## src/rtl/less_than_pkg.sv

```systemverilog
`default_nettype none
// ============================================================================
// Module      : less_than_pkg
// Description : Shared definitions for the less_than comparator slice:
//               default operand width, the registered result bundle and the
//               merge step used to combine per-slice compare results.
// Revision    : 1.0  initial release
// ============================================================================
package less_than_pkg;

    localparam int unsigned c_default_width = 32;

    // Registered result bundle presented on the lt/ltu/eq outputs.
    typedef struct packed {
        logic lt;
        logic ltu;
        logic eq;
    } cmp_result_t;

    // Combine the compare of a more-significant chunk (hi) with the compare
    // of the adjacent less-significant chunk (lo). The high chunk decides
    // unless it is equal, in which case the low chunk decides.
    // Returns {ltu, eq} for the concatenated chunk.
    function automatic logic [1:0] cmp_merge(input logic hi_lt, input logic hi_eq,
                                             input logic lo_lt, input logic lo_eq);
        return {hi_lt | (hi_eq & lo_lt), hi_eq & lo_eq};
    endfunction

endpackage : less_than_pkg
`default_nettype wire

```

## src/rtl/less_than_ult_cmp.sv

```systemverilog
`default_nettype none
// ============================================================================
// Module      : ult_cmp
// Description : Combinational unsigned magnitude comparator. Operands are cut
//               into 4-bit slices, each slice is compared via the borrow out
//               of a 5-bit subtraction, and slice results are merged through a
//               balanced binary tree with the more-significant side winning.
// Ports       : a    [WIDTH-1:0] in   left-hand operand
//               b    [WIDTH-1:0] in   right-hand operand
//               ltu              out  a < b (unsigned)
//               eq               out  a == b
// Revision    : 1.0  initial release
// ============================================================================
module ult_cmp
    import less_than_pkg::*;
#(
    parameter int WIDTH = c_default_width
) (
    input  logic [WIDTH-1:0] a,
    input  logic [WIDTH-1:0] b,
    output logic             ltu,
    output logic             eq
);

    localparam int NSL   = (WIDTH + 3) / 4;         // real 4-bit slices
    localparam int PW    = NSL * 4;                 // padded operand width
    localparam int NLEAF = 1 << $clog2(NSL);        // tree leaves (power of 2)
    localparam int NNODE = 2 * NLEAF - 1;           // heap-ordered tree nodes

    logic [PW-1:0]    w_a;
    logic [PW-1:0]    w_b;
    logic [NNODE-1:0] w_node_lt;
    logic [NNODE-1:0] w_node_eq;

    // Zero-extend to a whole number of slices; equal padding never changes
    // the outcome.
    always_comb begin
        w_a            = '0;
        w_b            = '0;
        w_a[WIDTH-1:0] = a;
        w_b[WIDTH-1:0] = b;
    end

    // Leaves: leaf j sits at heap index NLEAF-1+j and covers slice j
    // (slice 0 = least significant). Leaves beyond the operand are neutral.
    for (genvar j = 0; j < NLEAF; j++) begin : g_leaf
        if (j < NSL) begin : g_real
            logic [4:0] w_diff;
            // Borrow out of the zero-extended subtraction is the unsigned
            // less-than of the slice.
            assign w_diff                = {1'b0, w_a[4*j +: 4]} - {1'b0, w_b[4*j +: 4]};
            assign w_node_lt[NLEAF-1+j]  = w_diff[4];
            assign w_node_eq[NLEAF-1+j]  = (w_a[4*j +: 4] == w_b[4*j +: 4]);
        end else begin : g_pad
            assign w_node_lt[NLEAF-1+j]  = 1'b0;
            assign w_node_eq[NLEAF-1+j]  = 1'b1;
        end
    end

    // Internal nodes: left child (2k+1) holds the lower slices, right child
    // (2k+2) the higher ones.
    for (genvar k = 0; k < NLEAF - 1; k++) begin : g_node
        assign {w_node_lt[k], w_node_eq[k]} = cmp_merge(w_node_lt[2*k+2], w_node_eq[2*k+2],
                                                        w_node_lt[2*k+1], w_node_eq[2*k+1]);
    end

    assign ltu = w_node_lt[0];
    assign eq  = w_node_eq[0];

endmodule : ult_cmp
`default_nettype wire

```

## src/rtl/less_than.sv

```systemverilog
`default_nettype none
// ============================================================================
// Module      : less_than
// Description : Registered signed/unsigned/equality compare of two operands,
//               one-cycle latency, one result per cycle, no back-pressure.
// Ports       : clk               in   rising-edge clock
//               rst               in   asynchronous active-high reset
//               in_valid          in   capture sr/tg on this edge
//               sr    [WIDTH-1:0] in   left-hand operand
//               tg    [WIDTH-1:0] in   right-hand operand
//               out_valid         out  lt/ltu/eq hold a fresh result
//               lt                out  sr < tg (two's complement)
//               ltu               out  sr < tg (unsigned)
//               eq                out  sr == tg
// Revision    : 1.0  initial release
// ============================================================================
module less_than
    import less_than_pkg::*;
#(
    parameter int WIDTH = c_default_width
) (
    input  logic             clk,
    input  logic             rst,
    input  logic             in_valid,
    input  logic [WIDTH-1:0] sr,
    input  logic [WIDTH-1:0] tg,
    output logic             out_valid,
    output logic             lt,
    output logic             ltu,
    output logic             eq
);

    logic        w_ltu;
    logic        w_eq;
    logic        w_lt;
    cmp_result_t r_res;
    logic        r_out_valid;

    ult_cmp #(
        .WIDTH (WIDTH)
    ) u_ult_cmp (
        .a   (sr),
        .b   (tg),
        .ltu (w_ltu),
        .eq  (w_eq)
    );

    // Differing sign bits: the operand with the sign bit set is the negative
    // one, so it is the smaller. Same sign bits: signed order equals
    // unsigned order.
    assign w_lt = (sr[WIDTH-1] != tg[WIDTH-1]) ? sr[WIDTH-1] : w_ltu;

    // Result fields update only on a capture; out_valid is a one-cycle pulse
    // per captured pair.
    always_ff @(posedge clk or posedge rst) begin
        if (rst) begin
            r_out_valid <= 1'b0;
            r_res       <= '0;
        end else begin
            r_out_valid <= in_valid;
            if (in_valid) begin
                r_res.lt  <= w_lt;
                r_res.ltu <= w_ltu;
                r_res.eq  <= w_eq;
            end
        end
    end

    assign out_valid = r_out_valid;
    assign lt        = r_res.lt;
    assign ltu       = r_res.ltu;
    assign eq        = r_res.eq;

endmodule : less_than
`default_nettype wire

```

## config.mk

```make
export PLATFORM = sky130hd
export DESIGN_NAME = less_than
export DESIGN_NICKNAME = d
export VERILOG_FILES = /design/src/rtl/less_than_pkg.sv /design/src/rtl/less_than_ult_cmp.sv /design/src/rtl/less_than.sv
export SDC_FILE = /design/constraint.sdc
export NUM_CORES = 1
export LEC_CHECK = 0
export ABC_CLOCK_PERIOD_IN_PS = 1150
export CAP_MARGIN = 20
export CELL_PAD_IN_SITES_DETAIL_PLACEMENT = 1
export CELL_PAD_IN_SITES_GLOBAL_PLACEMENT = 2
export CORE_ASPECT_RATIO = 1.4
export CORE_UTILIZATION = 18
export DETAILED_ROUTE_END_ITERATION = 6
export PLACE_DENSITY_LB_ADDON = 0.1
export SETUP_SLACK_MARGIN = 0.3
export SYNTH_ARGS = -nofsm -noshare
export SYNTH_HDL_FRONTEND = slang
export SYNTH_SLANG_ARGS = --single-unit
```

## constraint.sdc

```tcl
create_clock -name clk -period 1.15 [get_ports clk]
set_input_delay 0.345 -clock clk [delete_from_list [all_inputs] [get_ports clk]]
set_output_delay 0.345 -clock clk [all_outputs]
set_load 0.01 [all_outputs]
```

==> results of run 1 <==
==> metrics by stage <==
step                setup WS (ns)  area [um2]  util [%]
floorplan                  -0.388        1090         -
global placement            -1.15        1940      37.6
detailed placement          -1.23        1940      37.6
CTS                        -0.521        2220      43.0
global route               -0.657        2290      44.3
finish                     -0.532        2290      44.3
==> cells in the mapped netlist <==
cell,instances,area share [%]
inv_1,37,14
ha_1,32,41
a21oi_1,8,4.1
nand4_1,6,3.9
nor2_1,6,2.3
nor2b_1,6,3.9
o211ai_1,6,4.7
dfrtp_1,4,10
o21ai_0,4,2.1
nand3_1,3,1.6
nor3_1,3,1.6
a211oi_1,2,1.6
a22oi_1,2,1.6
nand2_1,2,0.78
mux2_2,1,1.2
nand4_2,1,1.3
nor3_2,1,1.0
nor4b_1,1,0.91
o221ai_1,1,0.91
o22ai_1,1,0.65
==> what timing repair did <==
action                                  4_1_cts  5_1_grt
cloned                                        0        0
pin swaps                                    43       14
hold buffers                                  0        0
setup buffers                                 7        3
endpoints found under the setup margin        7        8
resized for setup                           249       19
==> critical path: cells and delay by family <==
kind            cells  cell delay [ns]
fa+ha+maj           1             0.25
simple gates        2             0.35
compound gates      4             0.54
buf+inv             3             0.28
==> layout make-up <==
| type | count | area [um2] | area share, % |
|---|---|---|---|
| multi-input combinational | 86 | 1160 | 50.6 |
| timing repair buffer | 89 | 748 | 32.7 |
| inverter | 37 | 156 | 6.84 |
| sequential | 4 | 100 | 4.38 |
| tap | 66 | 82.6 | 3.61 |
| clock buffer | 3 | 41.3 | 1.81 |
==> registers in the layout (all words and copies together) (netlist names) <==
name	count
ltu	1
out_valid	1
eq	1
lt	1
==> layer usage <==
metal | vias up | track usage [%] | wire length (um)
met3 | 4 | 1.80 | 139
met4 | 0 | 2.48 | 17
li1 | 623 | - | -
met2 | 38 | 27.1 | 2150
met1 | 573 | 12.0 | 1210
met5 | - | 0 | 0
==> cell families (layout without fill, tap and decap cells) <==
kind of cell | Yosys count | in the layout | share of synthesized area, %
and+or+nand+nor | 29 | 29 | 17.2
buffers and inverters | 37 | 129 | 14.4
AOI/OAI and AO/OA | 24 | 24 | 15.5
muxes | 1 | 1 | 1.16
DFF | 4 | 4 | 10.3
adders and majority gates | 32 | 32 | 41.4
==> how the worst min path moves through the flow <==
| stage | to | slack [ns] | start |
|---|---|---|---|
| final | out_valid$_DFF_PP0_ | 0.32 | rst |
| after global routing | out_valid$_DFF_PP0_ | 0.35 | rst |
| after CTS | out_valid$_DFF_PP0_ | 0.32 | rst |
| after detailed placement | out_valid$_DFF_PP0_ | 0.54 | rst |
| after global placement | lt$_DFFE_PP0P_ | 0.53 | lt$_DFFE_PP0P_ |
| after floorplan | eq$_DFFE_PP0P_ | 0.11 | rst |
==> power groups by stage <==
stage | clock network (mW) | registers [mW] | logic [mW]
CTS | 0.299 | 0.161 | 0.716
finish | 0.294 | 0.161 | 0.750
detailed placement | 0 | 0.163 | 0.621
global placement | 0 | 0.161 | 0.598
floorplan | 0 | 0.167 | 0.242
global route | 0.312 | 0.162 | 0.839
==> flow_summary.yaml, run 1 <==
status:
  outcome: "finished with violations"
  violations: "setup timing"
routing:
  vias: 1238
  wl_per_cell_um: 12.3
  drc: 0
  drtIter0Drc: 5
  vias_per_cell: 4.34
  routed_wl_um: 3510
  firstDrtPassIters: 3
  ant_nets: 0
critical_path:
  r2r_start: "ltu$_DFFE_PP0P_"
  cp.arrival_ns: 1.77
  cpMostUsedCell: "o211ai_1"
  crit_end: "lt$_DFFE_PP0P_"
  r2r_cells: 5
  slowest_stage: "ha_4"
  startpoint: "tg[25]"
  r2r_setup_slack_ns: 0.14
  cp_data_required_time_ns: 1.24
  cp-end-kind: "flop"
  r2r_end: "ltu$_DFFE_PP0P_"
  worst-path-max-fanout: 2
  path_cells: "buf_8, inv_12, ha_4, nor2b_1, o211ai_1, a22oi_1, o211ai_1, buf_4, nor4b_4, o22ai_1"
  cpPeakStageDelay_ns: 0.25
  startpoint_type: "input port"
  worstSetupPathType: "in2reg"
finish:
  syn_to_final_growth_pct: 136
  fillCellCount: 614
  mostFrequentLayoutCells: "28 x ha_4, 25 x inv_2, 22 x dlygate4sd2_1, 19 x buf_6, 19 x buf_4"
  diodes: 0
  layout-drive-gt1-share_pct: 60.7
  final_cells: 285
  layout.nets: 320
  final_common_cell: "ha_4"
synth:
  syn_area_um2: 967
  yosys_warnings: 0
  syn_area_per_cell_um2: 7.62
  synth_cells: 127
  ys_types: 20
  synth.ff_latch_count: 4
  yosysSeqAreaShare_pct: 10.3
  syn-num-nets: 226
timing:
  rsz0062_at_grt: "yes"
  max_freq_mhz: 595
  skew_ns: 0
  setup_viol: 3
  finalCritPeriodShare_pct: 146
  final-hold-violation-count: 0
  max_slew_margin_pct: 80.4
  setup_tns_ns: -1.40
  period_minus_slack_ns: 1.68
  tightest_slew_ns: 0.293
  fin_ws_ns: -0.532
  slew_viol_final: 0
  hold_ws_ns: 0.321
power_and_ir_drop:
  combPwrFrac_pct: 62.3
  netSwitchingFraction_pct: 31.6
  p_per_area_mw_per_mm2: 527
  seq_power_share_pct: 13.4
  p_int_mw: 0.824
  power.share.clock_pct: 24.4
  finalPower_mw: 1.20
  switching_power_mw: 0.381
  peakVddDrop_mv: 0.281
  p_leak_nw: 1.04
min_path:
  min_path_type: "in2async"
clock_network:
  root_buffer: "clkbuf_8"
  worstSkewPairLatency_ns: 0.22
  htree_levels: 1
  numCtsBuffers: 3
  clockBufferDepth: 2
  clk_pin_slew_ns: 0.03
  cts_sinks: 4
  tritoncts: "built"
flow_run:
  cap_violations: 0
floorplanning:
  die_h_um: 88.7
  dieArea_mm2: 0.00567
  rows: 31
  start_util_pct: 18.7
  io_pins: 71
  core_mm2: 0.00516
  fp.dieW_um: 64.0
place:
  portBuffers: 70
  place_congestion: 0.676
  dp_cells: 272
  hpwl_um: 2900
global_route:
  grt_pass1_vias: 1343
  grt_pass1_wl_um: 5530
  grt_overflow: 0
  grt_max_degree: 6
  grt_usage_pct: 12.5
  antenna_found_initial: 0
No activity file was read; power rests on OpenSTA's default activity.
==> run 2, diff against run 1 <==
--- a/config.mk
+++ b/config.mk
@@ -12,7 +12,7 @@
 export CORE_ASPECT_RATIO = 1.4
 export CORE_UTILIZATION = 18
 export DETAILED_ROUTE_END_ITERATION = 6
-export PLACE_DENSITY_LB_ADDON = 0.1
+export PLACE_DENSITY_LB_ADDON = 0.08
 export SETUP_SLACK_MARGIN = 0.3
 export SYNTH_ARGS = -nofsm -noshare
 export SYNTH_HDL_FRONTEND = slang
==> run 2 against run 1 <==
Compared with the run above:
- the run still ends with setup timing left
- critical endpoint unchanged
- power rose by 4.0%
- core utilization increased by 2.2 points
- via count grew 1.1%
- sequential share of layout area decreased by 0.21 points
- combinational power is 6.5% higher
- first-iteration DRC count increased by 20%
- die area unchanged
- global-route usage is 0.071 points lower
- cell area grew 4.9%
- clock power hardly changed
==> flow_summary.yaml, run 2 (synthesis gave the netlist of run 1 again) <==
timing:
  finalCritPeriodShare_pct: 138
  period_minus_slack_ns: 1.59
  max_freq_mhz: 628
  skew_ns: 0
  final-hold-violation-count: 0
  fin_ws_ns: -0.442
  setup_viol: 3
  slew_viol_final: 0
  max_slew_margin_pct: 83.8
  tightest_slew_ns: 0.242
  rsz0062_at_grt: "yes"
critical_path:
  cp_data_required_time_ns: 1.23
  cp-end-kind: "flop"
  startpoint: "tg[1]"
  r2r_start: "eq$_DFFE_PP0P_"
  worstSetupPathType: "in2reg"
  startpoint_type: "input port"
  cp.arrival_ns: 1.68
  worst-path-max-fanout: 2
finish:
  layout.nets: 326
  multi_input_area_mm2: 0.00115
  fin_util_pct: 46.5
  syn_to_final_growth_pct: 148
  final_common_cell: "buf_6"
  mostFrequentLayoutCells: "31 x buf_6, 24 x ha_4, 24 x buf_4, 22 x inv_2, 22 x dlygate4sd2_1"
  diodes: 0
  ff_latch_area_um2: 100
  layout-drive-gt1-share_pct: 62.2
  fillCellCount: 584
floorplanning:
  start_util_pct: 18.7
  io_pins: 71
  core_mm2: 0.00516
  rows: 31
  fp.dieW_um: 64.0
  die_h_um: 88.7
  dieArea_mm2: 0.00567
status:
  outcome: "finished with violations"
  violations: "setup timing"
clock_network:
  clk_pin_slew_ns: 0.03
  cts_sinks: 4
  tritoncts: "built"
  numCtsBuffers: 3
  clockBufferDepth: 2
  worstSkewPairLatency_ns: 0.21
  htree_levels: 1
  root_buffer: "clkbuf_8"
place:
  portBuffers: 70
  place_congestion: 0.614
  hpwl_um: 2930
power_and_ir_drop:
  p_leak_nw: 1.11
  peakVddDrop_mv: 0.358
  p_per_area_mw_per_mm2: 522
  finalPower_mw: 1.25
routing:
  routed_wl_um: 3530
  drtIter0Drc: 6
  vias: 1251
  ant_nets: 0
  drc: 0
  firstDrtPassIters: 2
  wl_per_cell_um: 12.1
  vias_per_cell: 4.30
min_path:
  min_path_type: "in2async"
global_route:
  antenna_found_initial: 0
  grt_max_degree: 5
  grt_usage_pct: 12.4
  grt_pass1_vias: 1321
  grt_overflow: 0
  grt_pass1_wl_um: 5530
flow_run:
  cap_violations: 0
## run 2: critical path, stage by stage
cell             delay (ns)
clkdlybuf4s15_1        0.16
inv_1                  0.04
ha_1                   0.28
nor2b_2                0.15
nor3_2                 0.06
o21ai_1                0.23
a21oi_4                0.10
nor4b_2                0.21
o22ai_1                0.10
## run 2: per-layer routing
metal | track usage, % | vias up | wire [um]
met5 | 0 | - | 0
met4 | 1.24 | 0 | 12
met3 | 2.71 | 2 | 183
met2 | 25.0 | 42 | 2070
met1 | 13.4 | 572 | 1270
li1 | - | 635 | -
## run 2: power by group
| group | switching, mW | internal, mW |
|---|---|---|
| Sequential | 0.00949 | 0.154 |
| Clock | 0.0680 | 0.223 |
| Combinational | 0.312 | 0.487 |
| Total | 0.389 | 0.864 |
## run 2: layout make-up
class	count	share of cell area [%]
multi-input cells	86	48.1
repair buffers	95	35.9
inverters	37	6.62
flip-flops and latches	4	4.17
well taps	66	3.44
clock buffers	3	1.72
## run 2: path summary, 6_finish.rpt
| kind | slack, ns | cells after the start | to |
|---|---|---|---|
| worst max-delay path | -0.44 | 9 | lt$_DFFE_PP0P_ |
| worst min-delay path | 0.31 | 2 | out_valid$_DFF_PP0_ |
| worst max register to register | 0.17 | 3 | eq$_DFFE_PP0P_ |
| worst min register to register | 0.67 | 3 | eq$_DFFE_PP0P_ |
| max in group asynchronous | 0.69 | 2 | lt$_DFFE_PP0P_ |
| min in group clk | 0.55 | 4 | lt$_DFFE_PP0P_ |
## run 2: repair_timing
| item | in CTS | in global routing |
|---|---|---|
| setup buffers | 6 | 6 |
| pin swaps | 49 | 10 |
| hold buffers | 0 | 0 |
| setup endpoints to repair | 7 | 7 |
| resized for setup | 250 | 36 |
## run 2: metrics by stage
stage	setup slack [ns]	hold WS, ns	cells	cell area (um2)	TNS, ns
after floorplan	-0.388	0.111	127	1090	-0.997
after global placement	-1.18	0.534	276	1970	-3.71
after detailed placement	-1.23	0.548	276	1970	-3.92
after CTS	-0.487	0.323	285	2180	-1.31
after global routing	-0.575	0.343	291	2400	-1.57
final	-0.442	0.315	291	2400	-1.25
